**config.mk**
```make
export PLATFORM = sky130hd
export DESIGN_NAME = mult_seq_controlunit
export DESIGN_NICKNAME = d
export VERILOG_FILES = /design/src/rtl/mult_seq_controlunit.sv
export SDC_FILE = /design/constraint.sdc
export NUM_CORES = 1
export LEC_CHECK = 0
export ABC_AREA = 1
export CORE_MARGIN = 8
export CORE_UTILIZATION = 25
export CTS_CLUSTER_DIAMETER = 40
export CTS_CLUSTER_SIZE = 12
export DETAILED_ROUTE_END_ITERATION = 6
export GPL_TIMING_DRIVEN = 0
export HOLD_SLACK_MARGIN = 0.1
export PLACE_DENSITY = 0.61
export SYNTH_ARGS = -nofsm -noshare
export SYNTH_HDL_FRONTEND = slang
export SYNTH_SLANG_ARGS = --single-unit
```
**constraint.sdc**
```tcl
create_clock -name clk -period 1.5 [get_ports clk]
set_input_delay 0.3 -clock clk [delete_from_list [all_inputs] [get_ports clk]]
set_output_delay 0.3 -clock clk [all_outputs]
set_load 0.02 [all_outputs]
```
**src/rtl/mult_seq_controlunit.sv**
```systemverilog
// Control FSM for the sequential shift-add multiplier: operand handshake, WIDTH shift/add
// iterations, then result hold until acknowledged. Define EARLY_TERM_EN to stop once multiplier_zero.
module mult_seq_controlunit #(
  parameter  int WIDTH = 8,
  localparam int CW    = (WIDTH > 1) ? $clog2(WIDTH) : 1
) (
  input  logic          clk,
  input  logic          reset,
  input  logic          inputdata_ready,
  output logic          inputdata_ack,
  output logic          loaddata,
  output logic          clear_acc,
  input  logic          multiplier_lsb,
  input  logic          multiplier_zero,
  output logic          add_en,
  output logic          shift_en,
  output logic [CW-1:0] iter_count,
  output logic          busy,
  output logic          result_valid,
  input  logic          result_ack
);

  localparam logic [1:0] IDLE = 2'd0;
  localparam logic [1:0] LOAD = 2'd1;
  localparam logic [1:0] CALC = 2'd2;
  localparam logic [1:0] DONE = 2'd3;

  logic [1:0] state, state_nxt;
  logic       last_iter, early_stop;

  assign last_iter = (iter_count == CW'(WIDTH - 1));

`ifdef EARLY_TERM_EN
  assign early_stop = multiplier_zero;
`else
  logic unused_zero;
  assign unused_zero = multiplier_zero;
  assign early_stop  = 1'b0;
`endif

  always_comb begin
    state_nxt = state;
    case (state)
      IDLE:    if (inputdata_ready) state_nxt = LOAD;
      LOAD:    state_nxt = CALC;
      CALC:    if (last_iter || early_stop) state_nxt = DONE;
      DONE:    if (result_ack) state_nxt = IDLE;
      default: state_nxt = IDLE;
    endcase
  end

  always_ff @(posedge clk or posedge reset) begin
    if (reset) state <= IDLE;
    else       state <= state_nxt;
  end

  // Counter freezes on the exit cycle so DONE reports the last iteration executed.
  always_ff @(posedge clk or posedge reset) begin
    if (reset)
      iter_count <= '0;
    else if (state == LOAD)
      iter_count <= '0;
    else if (state == CALC && !last_iter && !early_stop)
      iter_count <= iter_count + CW'(1);
  end

  assign inputdata_ack = (state == IDLE);
  assign loaddata      = (state == LOAD);
  assign clear_acc     = (state == LOAD);
  assign shift_en      = (state == CALC);
  assign add_en        = (state == CALC) && multiplier_lsb;
  assign busy          = (state == LOAD) || (state == CALC);
  assign result_valid  = (state == DONE);

endmodule

```
# Word-level counts from Yosys, hierarchy flattened
# Cells that the tools add are included.
# totals
reg_bits	5
latch_bits	0
ram_bits	0
rom_bits	0
input_bits	6
output_inout_bits	10
elab_cells	23
mem_count	0
# classes
n_addsub	1
multipliers	0
div_mod_pow	0
magnitude_cmp	0
eq_ne	7
shift	0
muxes	6
n_bitwise	0
reduce_logical	7
# ops
op	count
$pmux 2 s4	1
$mux 2	3
$mux 3	2
$eq 2x2->1 const B	2
$ne 2x1->1 const B	2
$add 3x1->3 const B	1
$eq 3x3->1 const B	1
$reduce_and 3->1	1
$eq 2x1->1 const B	1
$logic_and 1x1->1	2
$logic_not 2->1	1
$ne 2x2->1 const B	1
$reduce_bool 2->1	1
$logic_not 1->1	1
$logic_or 1x1->1	1

# Logic depth before layout (Yosys ltp)
# Gate-level depths: netlist of the first run.
# depth
depth_word	5
mapped_depth	7
ltp_nobuf	7

# Worst setup path before layout of the first run
# OpenSTA, ideal clock, no wires.
# synth_timing
path_type	reg-to-output
from	register state[0]
to	output port add_en
arrival_ps	1014
required_ps	1200
path_slack_ps	186
path_stages_with_launch	5
n_path_buf	0
cell_sequence	dfrtp_1 -> inv_1 -> ha_1 -> nand2_1 -> inv_1
# synth_between
elab_chain_len	2
# synth_lines
element	line	source
start: declaration	28	logic [1:0] state, state_nxt;
start signal: assignment	54	else state <= state_nxt;
$eq 2x2->1	-	
net shift_en	16	output logic shift_en,
$logic_and 1x1->1	71	assign add_en = (state == CALC) && multiplier_lsb;
end: declaration	15	output logic add_en,
# The timed path passes the listed nets, and every way through them passes these cells.

# Final worst setup path of the first run
# layout_timing
from	register state[1]
to	output port loaddata
# layout_between
elab_chain_len	1
# layout_lines
element	line	source
$eq 2x1->1	68	assign loaddata = (state == LOAD);
end: declaration	11	output logic loaddata,
# Every way passes these cells.

==> impl_results.md, run 1 <==
- Post-Place Cell Area: 510.5 sq um
- Sw frac: 49.32%
- Area Growth Syn to Fin: 55.87%
- Crit-path max FO: 4
- Max-cap violations: 0
- EDFF count, synth: 0
- Hold Path Class: in -> async
- Worst VDD drop: 1.083 mV
- Mapped cell area: 351.6 sq um
- CTS tree: done
- I/O Pins: 16
- Skew-Pair Late Insertion Delay: 0.25 ns
- Actual slew at the worst max-slew pin: 0.2223 ns
- Top routing layer in use: met3
- PD cells: 2251 nW/um^2
- Via count: 334
- CTS buffer count: 3
- First-pass GRT wire length: 1228 microns
- Combinational share of power: 64.6%
- Yosys warnings: 0
- Crit Path Class: reg -> out
- Commonest cells in the netlist: nand2_1, inv_1, ha_1
- Nets: 75
- DP Wirelength: 614.4 microns
- Skew final: 0.008939 ns
- FF+latch area: 127.6 sq um
- Pre-CTS WS: -0.2429 ns
- Final min period: 1.461 ns
- Post-route DRC: 0
- Cell taking the most area after synthesis: dfrtp_1
- Post-Syn Nets: 56
- R2R Setup Slk: 0.26 ns
- Gr usage total: 5.859%
- Die H: 53.50 microns
- Sequential area share after synthesis: 35.59%
- Asr flop ratio synth: 100.0%
- Hold-fix buffers, CTS: 0
- Cells after synthesis: 44
- Met2 wire length: 346 microns
- Fill count: 138
- Critical Path AT: 1.16 ns
- Metal1 wirelength: 369 microns
- Synth top area cells: dfrtp_1, ha_1, nand2_1
- Setup TNS: 0 ns
- Core Rows: 13
- RSZ-0062 raised after global routing: yes
- Synth Flop Type: dfrtp_1
- Final WS setup: 0.03922 ns
- Fin util: 42.12%
- ANT cells: 0
- Postcts setup bufs: 0
- Worst Setup End Kind: output pin
- Max H-tree Level: 1
- Die Wd: 53.50 microns
- FMAX: 0.6846 GHz
- Starting Density: 27.02%
- Clk sinks: 5
- Crit start category: flip-flop
- Worst-path clk slew: 0.05 ns
- Outcome: finished clean
- Share of layout cells above drive strength 1: 35.48%
- Pint: 0.6253 mW
- Initial antenna violation count: 0
- Leak: 0.3148 nW
- Total gr overflow: 0
- Final setup vio count: 0
- Final Cycle Share: 97.39%
- DR vias/cell: 4.338
- Clock root cell: clkbuf_4
- Most numerous cell in the Yosys netlist: nand2_1
- 1st-pass router iterations: 2
- Total routed wirelength: 818 microns
- Final Max Tran Viols: 0
- Core ar.: 1301 sq um
- Fin. Hold Viols: 0
- Die area: 2862 sq um
- I/O Buffers: 14
- WL met3: 102 microns
- Starting DRT DRC Count: 4
- Net switching power: 0.6086 mW
- DR WL/cell: 10.62 microns
- Yosys top cell area share: 35.59%
- Post-synth cell types: 11
- Reg power frac: 22.6%
- WP data required: 1.20 ns
- Synthesis-stage register bit count: 5
- Area of the multi-input gates: 215.2 sq um
- Routed Antenna Nets: 0
- GP Congestion: 0.7725
- Bufs on Longest Clock Path: 2
- Pin count of the biggest net entering global routing: 8
- Vias in the first global route: 280
- Synthesized area per cell: 7.991 sq um
- Final instance area: 548.0 sq um
- Clock group share of total power: 12.8%
- Slew margin rel.: 85.24%
-- per-stage QoR --
step	power, mW	hold slack [ns]	cells
6_report	1.234	0.2443	77
5_1_grt	1.353	0.2811	77
4_1_cts	1.127	0.2504	77
3_5_place_dp	1.067	0.5117	73
3_3_place_gp	1.057	0.5136	73
2_1_floorplan	0.7554	0.07852	44
-- power groups by stage --
stage | logic, mW | registers [mW] | clock network [mW]
6_report | 0.797 | 0.279 | 0.158
2_1_floorplan | 0.492 | 0.264 | 0
3_5_place_dp | 0.821 | 0.246 | 0
3_3_place_gp | 0.813 | 0.243 | 0
5_1_grt | 0.896 | 0.286 | 0.171
4_1_cts | 0.722 | 0.244 | 0.160
-- final cells by class --
cell class              count  share of cell area, %
flip-flops and latches      5                  23.29
repair buffers             14                  19.41
inverters                  11                  8.447
well taps                  15                  3.425
clock buffers               4                  4.795
multi-input cells          27                  39.27
plain buffers               1                  1.370
-- routing by layer --
metal	vias to the layer above	track usage, %
met3	0	5.042
li1	172	-
met2	12	7.422
met4	0	1.261
met1	150	7.290
met5	-	0
-- timing repair --
| action | CTS | global route |
|---|---|---|
| resized for setup | 32 | 11 |
| pin swaps | 0 | 1 |
| endpoints found under the setup margin | 10 | 4 |
-- cell families (layout without fill, tap and decap cells) --
logic type / Yosys count / after routing / synth area share (%)
simple gates: 21 / 21 / 29.18
fa+ha+maj: 6 / 6 / 21.35
flops: 5 / 5 / 35.59
buf+inv: 12 / 30 / 13.88
-- flip-flops by register name (all words and copies together) (netlist names) --
| register | count |
|---|---|
| iter_count | 3 |
| state | 2 |
-- worst paths after layout --
kind                          startpoint       endpoint  cells after the start
setup / recovery                state[1]       loaddata                      4
hold / removal                     reset  iter_count[0]                      2
setup reg to reg           iter_count[0]  iter_count[0]                      7
hold reg to reg            iter_count[2]  iter_count[2]                      2
max in group asynchronous          reset       state[1]                      2
min in group clk           iter_count[2]  iter_count[2]                      2
-- worst max-delay path, stage by stage (launching register included) --
cell and delay [ns]:
dfrtp_2 0.43, inv_4 0.06, ha_4 0.16, buf_4 0.12, buf_2 0.15
-- layout by cell type (no fill, tap or decap), types with 3 or more instances in the layout --
cell type and count:
buf_4 3, buf_2 4, clkdlybuf4s50_1 4, clkbuf_4 3, ha_4 3, nand3_1 5
inv_1 7, nand2_1 11, dfrtp_1 3, ha_1 3, dlygate4sd2_1 3
No activity file was read; power rests on OpenSTA's default activity.
==> run 2: changes to the inputs <==
- SKIP_LAST_GASP: unset -> 1
==> run 2 against run 1 <==
  * Clock power barely moved
  * Maximum frequency is 2.6% lower
  * First-iteration DRC count is 50% higher
  * Non-clock buffer count did not move
  * Critical endpoint is now busy
  * Largest power group unchanged
==> impl_results.md, run 2 (same netlist as run 1, synthesis figures left out) <==
- DR vias/cell: 4.338
- Non-Filler Instances: 77
- Fin. Hold Viols: 0
- WP data required: 1.20 ns
- Pre-CTS WS: -0.2429 ns
- Max reg flops: 3
- Final Cycle Share: 99.99%
- Share of layout cells above drive strength 1: 33.87%
- Die H: 53.50 microns
- Bufs on Longest Clock Path: 2
- Crit-path max FO: 4
- 1st-pass router iterations: 4
- Area Growth Syn to Fin: 49.47%
- Core ar.: 1301 sq um
- R2R Setup Slk: 0.26 ns
- CTS buffer count: 3
- Routed Antenna Nets: 0
- Clk sinks: 5
- RSZ-0062 raised after global routing: yes
- Total gr overflow: 0
- Actual slew at the worst max-slew pin: 0.2223 ns
- Die area: 2862 sq um
- GP Congestion: 0.7725
- Placed insts: 73
- Worst Setup End Kind: output pin
- Clock root cell: clkbuf_4
- Leak: 0.3127 nW
- Setup TNS: 0 ns
- Worst VDD drop: 1.108 mV
- PD cells: 2195 nW/um^2
- Via count: 334
- Top reg by flops: iter_count
- Final setup vio count: 0
- Slew margin rel.: 85.24%
- Vias in the first global route: 280
- Hold Path Class: in -> async
- Starting DRT DRC Count: 6
- Critical Path AT: 1.20 ns
- Leading cell type in the layout, fill and taps excluded: nand2_1
- Max H-tree Level: 1
- Final WS setup: 0.00008493 ns
- Die Wd: 53.50 microns
- Final min period: 1.500 ns
- Post-route DRC: 0
- ANT cells: 0
- Worst-path clk slew: 0.05 ns
- Skew-Pair Late Insertion Delay: 0.24 ns
- DR WL/cell: 10.10 microns
- Power Total: 1.154 mW
- DP Wirelength: 614.4 microns
- Core Rows: 13
- Final Max Tran Viols: 0
- Biggest regs: iter_count x3, state x2
- Most frequent cells in the layout: nand2_1, inv_1, buf_2
- Outcome: finished clean
- Pin count of the biggest net entering global routing: 8
- CTS tree: done
- Skew final: 0.006955 ns
- Hold-fix buffers, CTS: 0
- Max-cap violations: 0
- Starting Density: 27.02%
- Crit start category: flip-flop
- Nets: 75
- Crit Path Class: reg -> out
- Gr usage total: 5.859%
- I/O Buffers: 14
- Total routed wirelength: 778 microns
- Initial antenna violation count: 0
- I/O Pins: 16
- FMAX: 0.6667 GHz
- First-pass GRT wire length: 1228 microns
-- run 2: cell types whose count changed in the layout (fill, tap and decap cells not counted) --
cell and change:
ha_1 +1, ha_4 -1, buf_4 -2, inv_2 +2, buf_2 +2, inv_4 -2
-- run 2: critical path, stage by stage (launching register included) --
cell and delay, ns:
dfrtp_2 0.41, inv_2 0.07, ha_1 0.31, buf_2 0.17
-- run 2: path summary, 6_finish.rpt --
path,startpoint,end,cells past startpoint
max reg2reg,iter_count[0],iter_count[0],7
max in group asynchronous,reset,state[1],2
min reg2reg,iter_count[2],iter_count[2],2
min,reset,iter_count[0],2
min in group clk,iter_count[2],iter_count[2],2
max,state[0],busy,3
-- run 2: routing by layer --
layer  vias up  wire length (microns)  global-route usage, %
li1        172                      -                      -
met1       148                    361                  7.290
met2        14                    311                  7.422
met5         -                      0                      0
met4         0                      0                  1.261
met3         0                    106                  5.042
-- run 2: area by class of cell --
class,instances,area (sq um)
well taps,15,18.77
repair buffers,14,101.3
flip-flops and latches,5,127.6
inverters,11,41.29
plain buffers,1,7.507
multi-input cells,27,202.7
clock buffers,4,26.28
fillers,140,775.7
-- run 2: power breakdown --
group	switching, mW	total [mW]	internal (mW)	leakage [nW]
clock	0.0552	0.156	0.101	0.0150
sequential	0.0684	0.265	0.197	0.0622
combinational	0.455	0.733	0.278	0.236
-- run 2: stage by stage --
stage	cell area [sq um]	util (%)	hold slack [ns]
after global placement	510.5	39.23	0.5136
final	525.5	40.38	0.2483
after global routing	525.5	40.38	0.2811
after CTS	508.0	39.04	0.2504
after detailed placement	510.5	39.23	0.5117
after floorplan	351.6	-	0.07852
-- run 2: repair_timing --
item / in CTS / in global routing
resized for setup: 31 / 7
setup endpoints to repair: 10 / 4
setup buffers: 0 / 0
